`src/rtl/qpsk_dibit_framer.sv`:
```
// qpsk_dibit_framer
// Serial-to-dibit front end for the QPSK sine/cosine modulator. Incoming bits
// are paired (first bit -> E/I, second bit -> O/Q), queued in a small FIFO and
// presented on E/O for exactly SAMPLES_PER_SYM sample ticks each. The block
// also produces the divided sample tick and a symbol-start pulse that the
// modulator uses to restart its LUT index.
//
// Ports:
//   Clk          system clock, rising edge
//   Rst_n        asynchronous active-low reset
//   Din          serial data bit
//   Din_valid    Din is valid this cycle
//   Din_ready    block accepts Din this cycle (from registered state only)
//   E, O         even (I) / odd (Q) bit of the current symbol (1/1 when idle)
//   sym_valid    E/O carry a real symbol
//   sym_start    one-cycle pulse when a new symbol is loaded onto E/O
//   sample_tick  one-cycle pulse every CLK_DIV clocks
//   underrun     one-cycle pulse when a symbol ends with the FIFO empty
//   fifo_level   number of buffered dibits
module qpsk_dibit_framer #(
  parameter int CLK_DIV         = 16,
  parameter int SAMPLES_PER_SYM = 100,
  parameter int FIFO_DEPTH      = 4
) (
  input  logic                              Clk,
  input  logic                              Rst_n,
  input  logic                              Din,
  input  logic                              Din_valid,
  output logic                              Din_ready,
  output logic                              E,
  output logic                              O,
  output logic                              sym_valid,
  output logic                              sym_start,
  output logic                              sample_tick,
  output logic                              underrun,
  output logic [$clog2(FIFO_DEPTH+1)-1:0]   fifo_level
);

  localparam int DW = (CLK_DIV > 1) ? $clog2(CLK_DIV) : 1;
  localparam int SW = (SAMPLES_PER_SYM > 1) ? $clog2(SAMPLES_PER_SYM) : 1;
  localparam int PW = (FIFO_DEPTH > 1) ? $clog2(FIFO_DEPTH) : 1;
  localparam int LW = $clog2(FIFO_DEPTH + 1);

  localparam logic [DW-1:0] DIV_LAST  = DW'(CLK_DIV - 1);
  localparam logic [SW-1:0] SAMP_LAST = SW'(SAMPLES_PER_SYM - 1);
  localparam logic [LW-1:0] LVL_FULL  = LW'(FIFO_DEPTH);

  typedef enum logic [0:0] {
    ST_IDLE = 1'b0,
    ST_RUN  = 1'b1
  } state_t;

  // prescaler
  logic [DW-1:0] div_cnt_r;
  logic          tick_r;

  // bit packing and FIFO
  logic          phase_r;
  logic          e_pend_r;
  logic [1:0]    fifo_mem_r [FIFO_DEPTH];
  logic [PW-1:0] wr_ptr_r;
  logic [PW-1:0] rd_ptr_r;
  logic [LW-1:0] level_r;
  logic          ready_s;
  logic          accept_s;
  logic          push_s;
  logic          pop_s;
  logic          fifo_empty_s;
  logic [1:0]    rd_dibit_s;

  // symbol FSM
  state_t        state_r;
  state_t        state_s;
  logic [SW-1:0] samp_cnt_r;
  logic [SW-1:0] samp_cnt_s;
  logic          e_r, e_s;
  logic          o_r, o_s;
  logic          valid_r, valid_s;
  logic          start_r, start_s;
  logic          underrun_r, underrun_s;

  // Refusal only applies to the second bit of a pair: the first bit has a
  // dedicated holding register, so it is always accepted. No bypass on pop.
  assign ready_s      = (!phase_r) || (level_r < LVL_FULL);
  assign accept_s     = Din_valid && ready_s;
  assign push_s       = accept_s && phase_r;
  assign fifo_empty_s = (level_r == '0);
  assign rd_dibit_s   = fifo_mem_r[rd_ptr_r];

  assign Din_ready   = ready_s;
  assign E           = e_r;
  assign O           = o_r;
  assign sym_valid   = valid_r;
  assign sym_start   = start_r;
  assign sample_tick = tick_r;
  assign underrun    = underrun_r;
  assign fifo_level  = level_r;

  // Free-running clock divider; the tick is registered off the terminal count.
  always_ff @(posedge Clk or negedge Rst_n) begin
    if (!Rst_n) begin
      div_cnt_r <= '0;
      tick_r    <= 1'b0;
    end else begin
      if (div_cnt_r == DIV_LAST) begin
        div_cnt_r <= '0;
      end else begin
        div_cnt_r <= div_cnt_r + DW'(1);
      end
      tick_r <= (div_cnt_r == DIV_LAST);
    end
  end

  // Pair phase and pending E bit; reset drops any half-built pair.
  always_ff @(posedge Clk or negedge Rst_n) begin
    if (!Rst_n) begin
      phase_r  <= 1'b0;
      e_pend_r <= 1'b0;
    end else if (accept_s) begin
      phase_r <= ~phase_r;
      if (!phase_r) begin
        e_pend_r <= Din;
      end
    end
  end

  // FIFO storage; contents are qualified by level_r so no reset is needed.
  always_ff @(posedge Clk) begin
    if (push_s) begin
      fifo_mem_r[wr_ptr_r] <= {e_pend_r, Din};
    end
  end

  // FIFO pointers and occupancy; pointers wrap naturally (depth is 2^n).
  always_ff @(posedge Clk or negedge Rst_n) begin
    if (!Rst_n) begin
      wr_ptr_r <= '0;
      rd_ptr_r <= '0;
      level_r  <= '0;
    end else begin
      if (push_s) begin
        wr_ptr_r <= wr_ptr_r + PW'(1);
      end
      if (pop_s) begin
        rd_ptr_r <= rd_ptr_r + PW'(1);
      end
      case ({push_s, pop_s})
        2'b10:   level_r <= level_r + LW'(1);
        2'b01:   level_r <= level_r - LW'(1);
        default: level_r <= level_r;
      endcase
    end
  end

  // Symbol FSM state and registered symbol outputs.
  always_ff @(posedge Clk or negedge Rst_n) begin
    if (!Rst_n) begin
      state_r    <= ST_IDLE;
      samp_cnt_r <= '0;
      e_r        <= 1'b1;
      o_r        <= 1'b1;
      valid_r    <= 1'b0;
      start_r    <= 1'b0;
      underrun_r <= 1'b0;
    end else begin
      state_r    <= state_s;
      samp_cnt_r <= samp_cnt_s;
      e_r        <= e_s;
      o_r        <= o_s;
      valid_r    <= valid_s;
      start_r    <= start_s;
      underrun_r <= underrun_s;
    end
  end

  // Next-state logic: symbols only start/end on a sample tick, so every
  // symbol spans exactly SAMPLES_PER_SYM ticks.
  always_comb begin
    state_s    = state_r;
    samp_cnt_s = samp_cnt_r;
    e_s        = e_r;
    o_s        = o_r;
    valid_s    = valid_r;
    start_s    = 1'b0;
    underrun_s = 1'b0;
    pop_s      = 1'b0;
    case (state_r)
      ST_IDLE: begin
        samp_cnt_s = '0;
        e_s        = 1'b1;
        o_s        = 1'b1;
        valid_s    = 1'b0;
        if (tick_r && !fifo_empty_s) begin
          pop_s   = 1'b1;
          e_s     = rd_dibit_s[1];
          o_s     = rd_dibit_s[0];
          valid_s = 1'b1;
          start_s = 1'b1;
          state_s = ST_RUN;
        end else begin
          state_s = ST_IDLE;
        end
      end
      ST_RUN: begin
        if (tick_r) begin
          if (samp_cnt_r == SAMP_LAST) begin
            samp_cnt_s = '0;
            if (!fifo_empty_s) begin
              pop_s   = 1'b1;
              e_s     = rd_dibit_s[1];
              o_s     = rd_dibit_s[0];
              valid_s = 1'b1;
              start_s = 1'b1;
              state_s = ST_RUN;
            end else begin
              e_s        = 1'b1;
              o_s        = 1'b1;
              valid_s    = 1'b0;
              underrun_s = 1'b1;
              state_s    = ST_IDLE;
            end
          end else begin
            samp_cnt_s = samp_cnt_r + SW'(1);
          end
        end else begin
          samp_cnt_s = samp_cnt_r;
        end
      end
      default: begin
        state_s    = ST_IDLE;
        samp_cnt_s = '0;
        e_s        = 1'b1;
        o_s        = 1'b1;
        valid_s    = 1'b0;
      end
    endcase
  end

endmodule
```
`config.mk`:
```
export PLATFORM = sky130hd
export DESIGN_NAME = qpsk_dibit_framer
export DESIGN_NICKNAME = d
export VERILOG_FILES = /design/src/rtl/qpsk_dibit_framer.sv
export SDC_FILE = /design/constraint.sdc
export NUM_CORES = 1
export LEC_CHECK = 0
export CORE_UTILIZATION = 50
export CTS_CLUSTER_DIAMETER = 150
export CTS_CLUSTER_SIZE = 28
export DETAILED_ROUTE_END_ITERATION = 16
export PLACE_DENSITY = 0.73
export SYNTH_ARGS = -nofsm -noshare
export SYNTH_HDL_FRONTEND = slang
export SYNTH_SLANG_ARGS = --single-unit
export TNS_END_PERCENT = 20
```
`constraint.sdc`:
```
create_clock -name Clk -period 2.4 [get_ports Clk]
set_clock_uncertainty 0.1 [all_clocks]
set_input_delay 0.6 -clock Clk [delete_from_list [all_inputs] [get_ports Clk]]
set_output_delay 0.6 -clock Clk [all_outputs]
set_load 0.01 [all_outputs]
```
### Word-level counts from Yosys, hierarchy flattened

Memories as Yosys holds them, arrays and structs flattened.
Index checks and enable logic that the tools add are counted.
Widths: inputs -> output; s select.

* flip-flop bits (word level): 27
* memory bits (writable): 8
* input port bits: 4
* output and inout bits: 10
* word-level logic and storage cells: 72
* memories: 1

Memories
* fifo_mem_r: depth 4, bits a word 2, read ports 1, clocked after Yosys merged registers in 0, wr ports 1, line 60 `logic [1:0] fifo_mem_r [FIFO_DEPTH];`

* $add $sub $neg: 6
* magnitude comparators: 1
* eq/ne operators: 6
* multiplexer cells: 32
* bitwise operators: 2
* reduce and logical (&&, ||, !) cells: 10

Operators with widths (count)
* $mux 1: 22
* $mux 7: 2
* $pmux 7 s2: 1
* $pmux 1 s2: 5
* $add 7x1->7 const B: 1
* $eq 7x7->1 const B: 1
* $pmux 3 s2: 1
* $add 2x1->2 const B: 2
* $add 4x1->4 const B: 1
* $eq 4x4->1 const B: 1
* $mux 4: 1
* $reduce_and 2->1: 2
* $add 3x1->3 const B: 1
* $logic_and 1x1->1: 3
* $logic_not 3->1: 1
* $lt 3x3->1 const B: 1
* $sub 3x1->3 const B: 1
* $eq 2x1->1 const B: 1
* $eq 2x2->1 const B: 1
* $logic_not 1->1: 2
* $ne 2x1->1 const B: 1
* $ne 2x2->1 const B: 1
* $not 1->1: 2
* $reduce_bool 2->1: 1
* $logic_or 1x1->1: 1

### Depth between registers and ports, before layout

* depth after elaboration: 7
* mapped depth: 11
* mapped depth without buffers: 11

### Worst setup path before layout

Ideal clock, no wire load.

* path type: register -> register
* from: register samp_cnt_r[0]
* to: register level_r[2] (netlist: fifo_level[2])
* setup time: 0.079 ns
* arrival time: 2.082 ns
* data required time: 2.221 ns
* slack: 0.138 ns
* cell stages (with the launch flop): 12
* path buffers: 0
* clock period less this slack: 2.262 ns
* cells stage by stage: dfrtp_1 -> ha_1 -> nand2b_1 -> o21ai_0 -> nand2_1 -> inv_1 -> ha_1 -> inv_1 -> fa_1 -> xor2_1 -> nor2_1 -> xor2_1

* cells in the longest elaborated chain, start to end: 6
* elaborated cells between the ends (all ways): 8
* those cells by class: eq/ne (3); mux (4); reduce/logical (1)

Ends and longest elaborated chain
* start: declaration: line 74 `logic [SW-1:0] samp_cnt_r;`
* start signal: assignment: line 167 `samp_cnt_r <= samp_cnt_s;`
* $eq 7x7->1 (*): line 206 `if (samp_cnt_r == SAMP_LAST) begin`
* $mux 1 (*): line 206
* $mux 1 (*): line 205 `if (tick_r) begin`
* $pmux 1 s2 (*): line 187 `case (state_r)`
* named net pop_s: line 67 `logic pop_s;`
* $eq 2x1->1 or $eq 2x2->1 (tied branches): line 147 `case ({push_s, pop_s})`
* $pmux 3 s2 or $reduce_bool 2->1 (tied branches)
* end signal: assignment: line 148 `2'b10: level_r <= level_r + LW'(1);`
* end signal: assignment: line 149 `2'b01: level_r <= level_r - LW'(1);`
* end signal: assignment: line 150 `default: level_r <= level_r;`
* end: declaration: line 63 `logic [LW-1:0] level_r;`

Mark *: on every way through the listed nets, which the timed path passes. The rest lies on a longest branch.
A chain may end at the register's enable or synchronous reset.

### Worst setup path after layout

* from: register samp_cnt_r[4]
* to: register level_r[2] (netlist: fifo_level[2])

The elaborated chain is that of the path after synthesis.

==> results.py <==
metrics = {
    "final_layout": {
        "area_growth_pct": 19.5,
        "multi_input_area_sq_um": 648,
        "layout.nets": 167,
        "fillers": 269,
        "area.sequential_sq_um": 918,
        "drive_gt1_share_pct": 19.2,
        "antenna_cells": 0,
    },
    "logic_synthesis": {
        "synth.yosys.seq_area_share_pct": 57.2,
        "synth-seq-cells": 35,
        "yosysUniqueCellTypes": 30,
        "syn_area_sq_mm": 0.00161,
        "synth_async_sr_flop_share_pct": 77.1,
        "ys.flop_type": "dfrtp_1",
        "avgSynthCellArea_sq_um": 12.7,
        "yosys_warnings": 0,
        "syn_nets": 138,
        "synth-edff-count": 8,
        "syn_inst": 126,
    },
    "route": {
        "wl_met3_um": 94,
        "routed_wl_mm": 2.54,
        "route.met2.wl_mm": 1.31,
        "wire_per_inst_um": 12.7,
        "route.detailed.drc": 0,
        "wl_met1_mm": 1.07,
        "routed.top_layer": "met4",
        "postRouteAntennaNets": 0,
        "vias_per_cell": 5.07,
        "drt-initial-drc-count": 20,
        "drtPass1Iterations": 4,
        "via_count": 1013,
    },
    "floorplanning": {
        "io_pins": 14,
        "die_w_um": 58.7,
        "start_util_pct": 52.6,
        "die_y_um": 58.7,
        "die_area_sq_mm": 0.00344,
        "rows": 20,
        "core_area_sq_mm": 0.00305,
    },
    "worst_setup_path": {
        "crit_required_ns": 2.57,
        "critPathKind": "flip-flop to flip-flop",
        "reg2regPathDepth": 10,
        "r2r_slack_ns": 0.16,
        "crit_arrival_ns": 2.40,
        "r2r-start": "samp_cnt_r[4]$_DFFE_PN0P_",
        "reg2reg_to": "fifo_level[2]$_DFFE_PN0P_",
        "cp_max_fo": 4,
        "cp-start-kind": "flip-flop",
        "endpoint_kind": "flip-flop",
    },
    "worst_hold_path": {
        "worstHoldEndpoint": "div_cnt_r[0]$_DFF_PN0_",
        "min_from": "div_cnt_r[0]$_DFF_PN0_",
        "hp-class": "flip-flop to flip-flop",
        "min_path_cells": 1,
    },
    "run": {
        "drv_cap": 0,
    },
    "pwr": {
        "power_leakage_nw": 0.799,
        "finalPower_w": 0.00168,
        "p_int_w": 0.00114,
        "vdd_drop_max_v": 0.000569,
        "seqPwrFrac_pct": 51.2,
        "p_switching_w": 0.000534,
        "p_per_area_mw_per_mm2": 875,
        "p_comb_share_pct": 30.4,
        "p_sw_share_pct": 31.8,
        "clock_power_share_pct": 18.4,
    },
    "timing": {
        "relSlewSlack_pct": 74.8,
        "drv_slew": 0,
        "hold_ws_ns": 0.388,
        "rsz0062_at_grt": "false",
        "setup_viol": 0,
        "fmax_mhz": 447,
        "worst_slew_pin_slew_ns": 0.373,
        "hold_viol_final": 0,
        "post-route-period-util_pct": 93.1,
        "fin_crit_ns": 2.24,
    },
    "clocking": {
        "cts_tree": "built",
        "numCtsBuffers": 5,
        "cts_num_sinks": 35,
        "clock_latency_ns": 0.33,
        "clock_path_buffers": 2,
        "clk_pin_slew_ns": 0.11,
        "postCtsHoldBufs": 0,
        "htreeDepth": 2,
        "clock-root-buffer": "clkbuf_4",
    },
    "grt": {
        "antenna_found_initial": 0,
        "grt_pass1_wl_mm": 4.37,
        "grt_pass1_vias": 1043,
        "grt-ovfl-total": 0,
        "grt_max_degree": 28,
        "grt.total_usage_pct": 17.8,
    },
    "place": {
        "routabilityCongestion": 0.799,
        "hpwl_mm": 1.89,
        "io_buffers": 13,
    },
    "status": {
        "status": "complete, no violations",
    },
}
[power by group through the flow]
stage	Combinational, W	Sequential (W)	Clock [W]
after floorplan	0.000283	0.000866	0
after global placement	0.000466	0.000866	0
after detailed placement	0.000484	0.000877	0
after CTS	0.000488	0.000865	0.000321
after global routing	0.000576	0.000873	0.000345
final	0.000511	0.000859	0.000309
[stage by stage]
step           setup WS (ns)  area [sq um]  utilization [%]  cells  setup TNS, ns
3_5_place_dp         -0.0106          1830             59.9    189        -0.0106
4_1_cts              0.00484          1890             61.8    197              0
3_3_place_gp          0.0494          1830             59.9    189              0
2_1_floorplan          0.138          1610                -    126              0
6_report               0.165          1920             62.8    200              0
5_1_grt               0.0144          1920             62.8    200              0
[cell usage after synthesis (5+ instances only)]
master / number / area (sq um)
o21ai_0: 5 / 25.0
nor2_1: 10 / 37.5
nand2_1: 10 / 37.5
xor2_1: 5 / 43.8
xnor2_1: 6 / 52.6
and2_1: 5 / 31.3
dfrtp_1: 25 / 626
ha_1: 7 / 87.6
inv_1: 9 / 33.8
edfxtp_1: 8 / 240
[kinds of logic (layout without fill, tap and decap cells)]
logic type,Yosys count,in the layout,share of synthesized area [%]
XOR/XNOR,11,11,6.00
multiplexers,6,6,5.38
buffers and inverters,10,40,2.96
AND/OR/NAND/NOR,43,43,15.7
adder cells (fa/ha/maj),8,8,6.70
AO/OA/AOI/OAI,13,13,6.00
flip-flops,35,35,57.2
[layout make-up]
| type | instances | share of cell area (%) |
|---|---|---|
| sequential | 35 | 47.9 |
| clock inverter | 3 | 1.04 |
| inverter | 9 | 1.76 |
| clock buffer | 5 | 1.96 |
| tap | 44 | 2.87 |
| timing repair buffer | 23 | 10.7 |
| multi-input combinational | 81 | 33.8 |
[state kept, by name (all words and copies together) (netlist names)]
name and count:
E 1, O 1, div_cnt_r 4, e_pend_r 1, fifo_level 3, fifo_mem_r 8
phase_r 1, rd_ptr_r 2, samp_cnt_r 7, sample_tick 1, state_r 1, sym_start 1
sym_valid 1, underrun 1, wr_ptr_r 2
[routing by layer]
| layer | global-route usage, % | vias to the layer above |
|---|---|---|
| li1 | - | 488 |
| met1 | 19.2 | 500 |
| met2 | 31.4 | 18 |
| met3 | 5.05 | 7 |
| met4 | 9.86 | 0 |
| met5 | 0 | - |
[worst max-delay path, stage by stage (launching register included)]
cell and delay, ns:
dfrtp_1 0.44, nand4bb_4 0.26, o21ai_2 0.17, nand2_1 0.10
inv_2 0.09, ha_2 0.18, inv_1 0.05, fa_1 0.37
xor2_1 0.16, nor2_1 0.11, xor2_1 0.14
[what timing repair did]
item,in CTS,in global routing
resized for setup,0,5
setup buffers,0,3
setup endpoints to repair,0,1
[layout by cell type, fill, tap and decap left out, types with 3 or more instances in the layout]
cell / count
nand3_1: 3
edfxtp_1: 8
clkbuf_4: 5
buf_4: 10
xor2_1: 5
o21a_1: 3
nor2b_1: 3
nand2_1: 10
ha_1: 5
inv_1: 8
o21ai_0: 4
xnor2_1: 6
clkdlybuf4s50_1: 13
mux2i_1: 3
dfrtp_1: 25
and2_1: 5
nor2_1: 10
[worst max path at each step]
stage | start | end | slack [ns] | depth (start not counted)
after global placement | Din_valid | fifo_level[2]$_DFFE_PN0P_ | 0.05 | 10
after floorplan | samp_cnt_r[0]$_DFFE_PN0P_ | fifo_level[2]$_DFFE_PN0P_ | 0.14 | 11
after global routing | samp_cnt_r[1]$_DFFE_PN0P_ | fifo_level[2]$_DFFE_PN0P_ | 0.01 | 11
final | samp_cnt_r[4]$_DFFE_PN0P_ | fifo_level[2]$_DFFE_PN0P_ | 0.16 | 10
after detailed placement | Din_valid | fifo_level[2]$_DFFE_PN0P_ | -0.01 | 10
after CTS | samp_cnt_r[0]$_DFFE_PN0P_ | fifo_level[2]$_DFFE_PN0P_ | 0.005 | 11
Power figures use the tool's default switching activity.
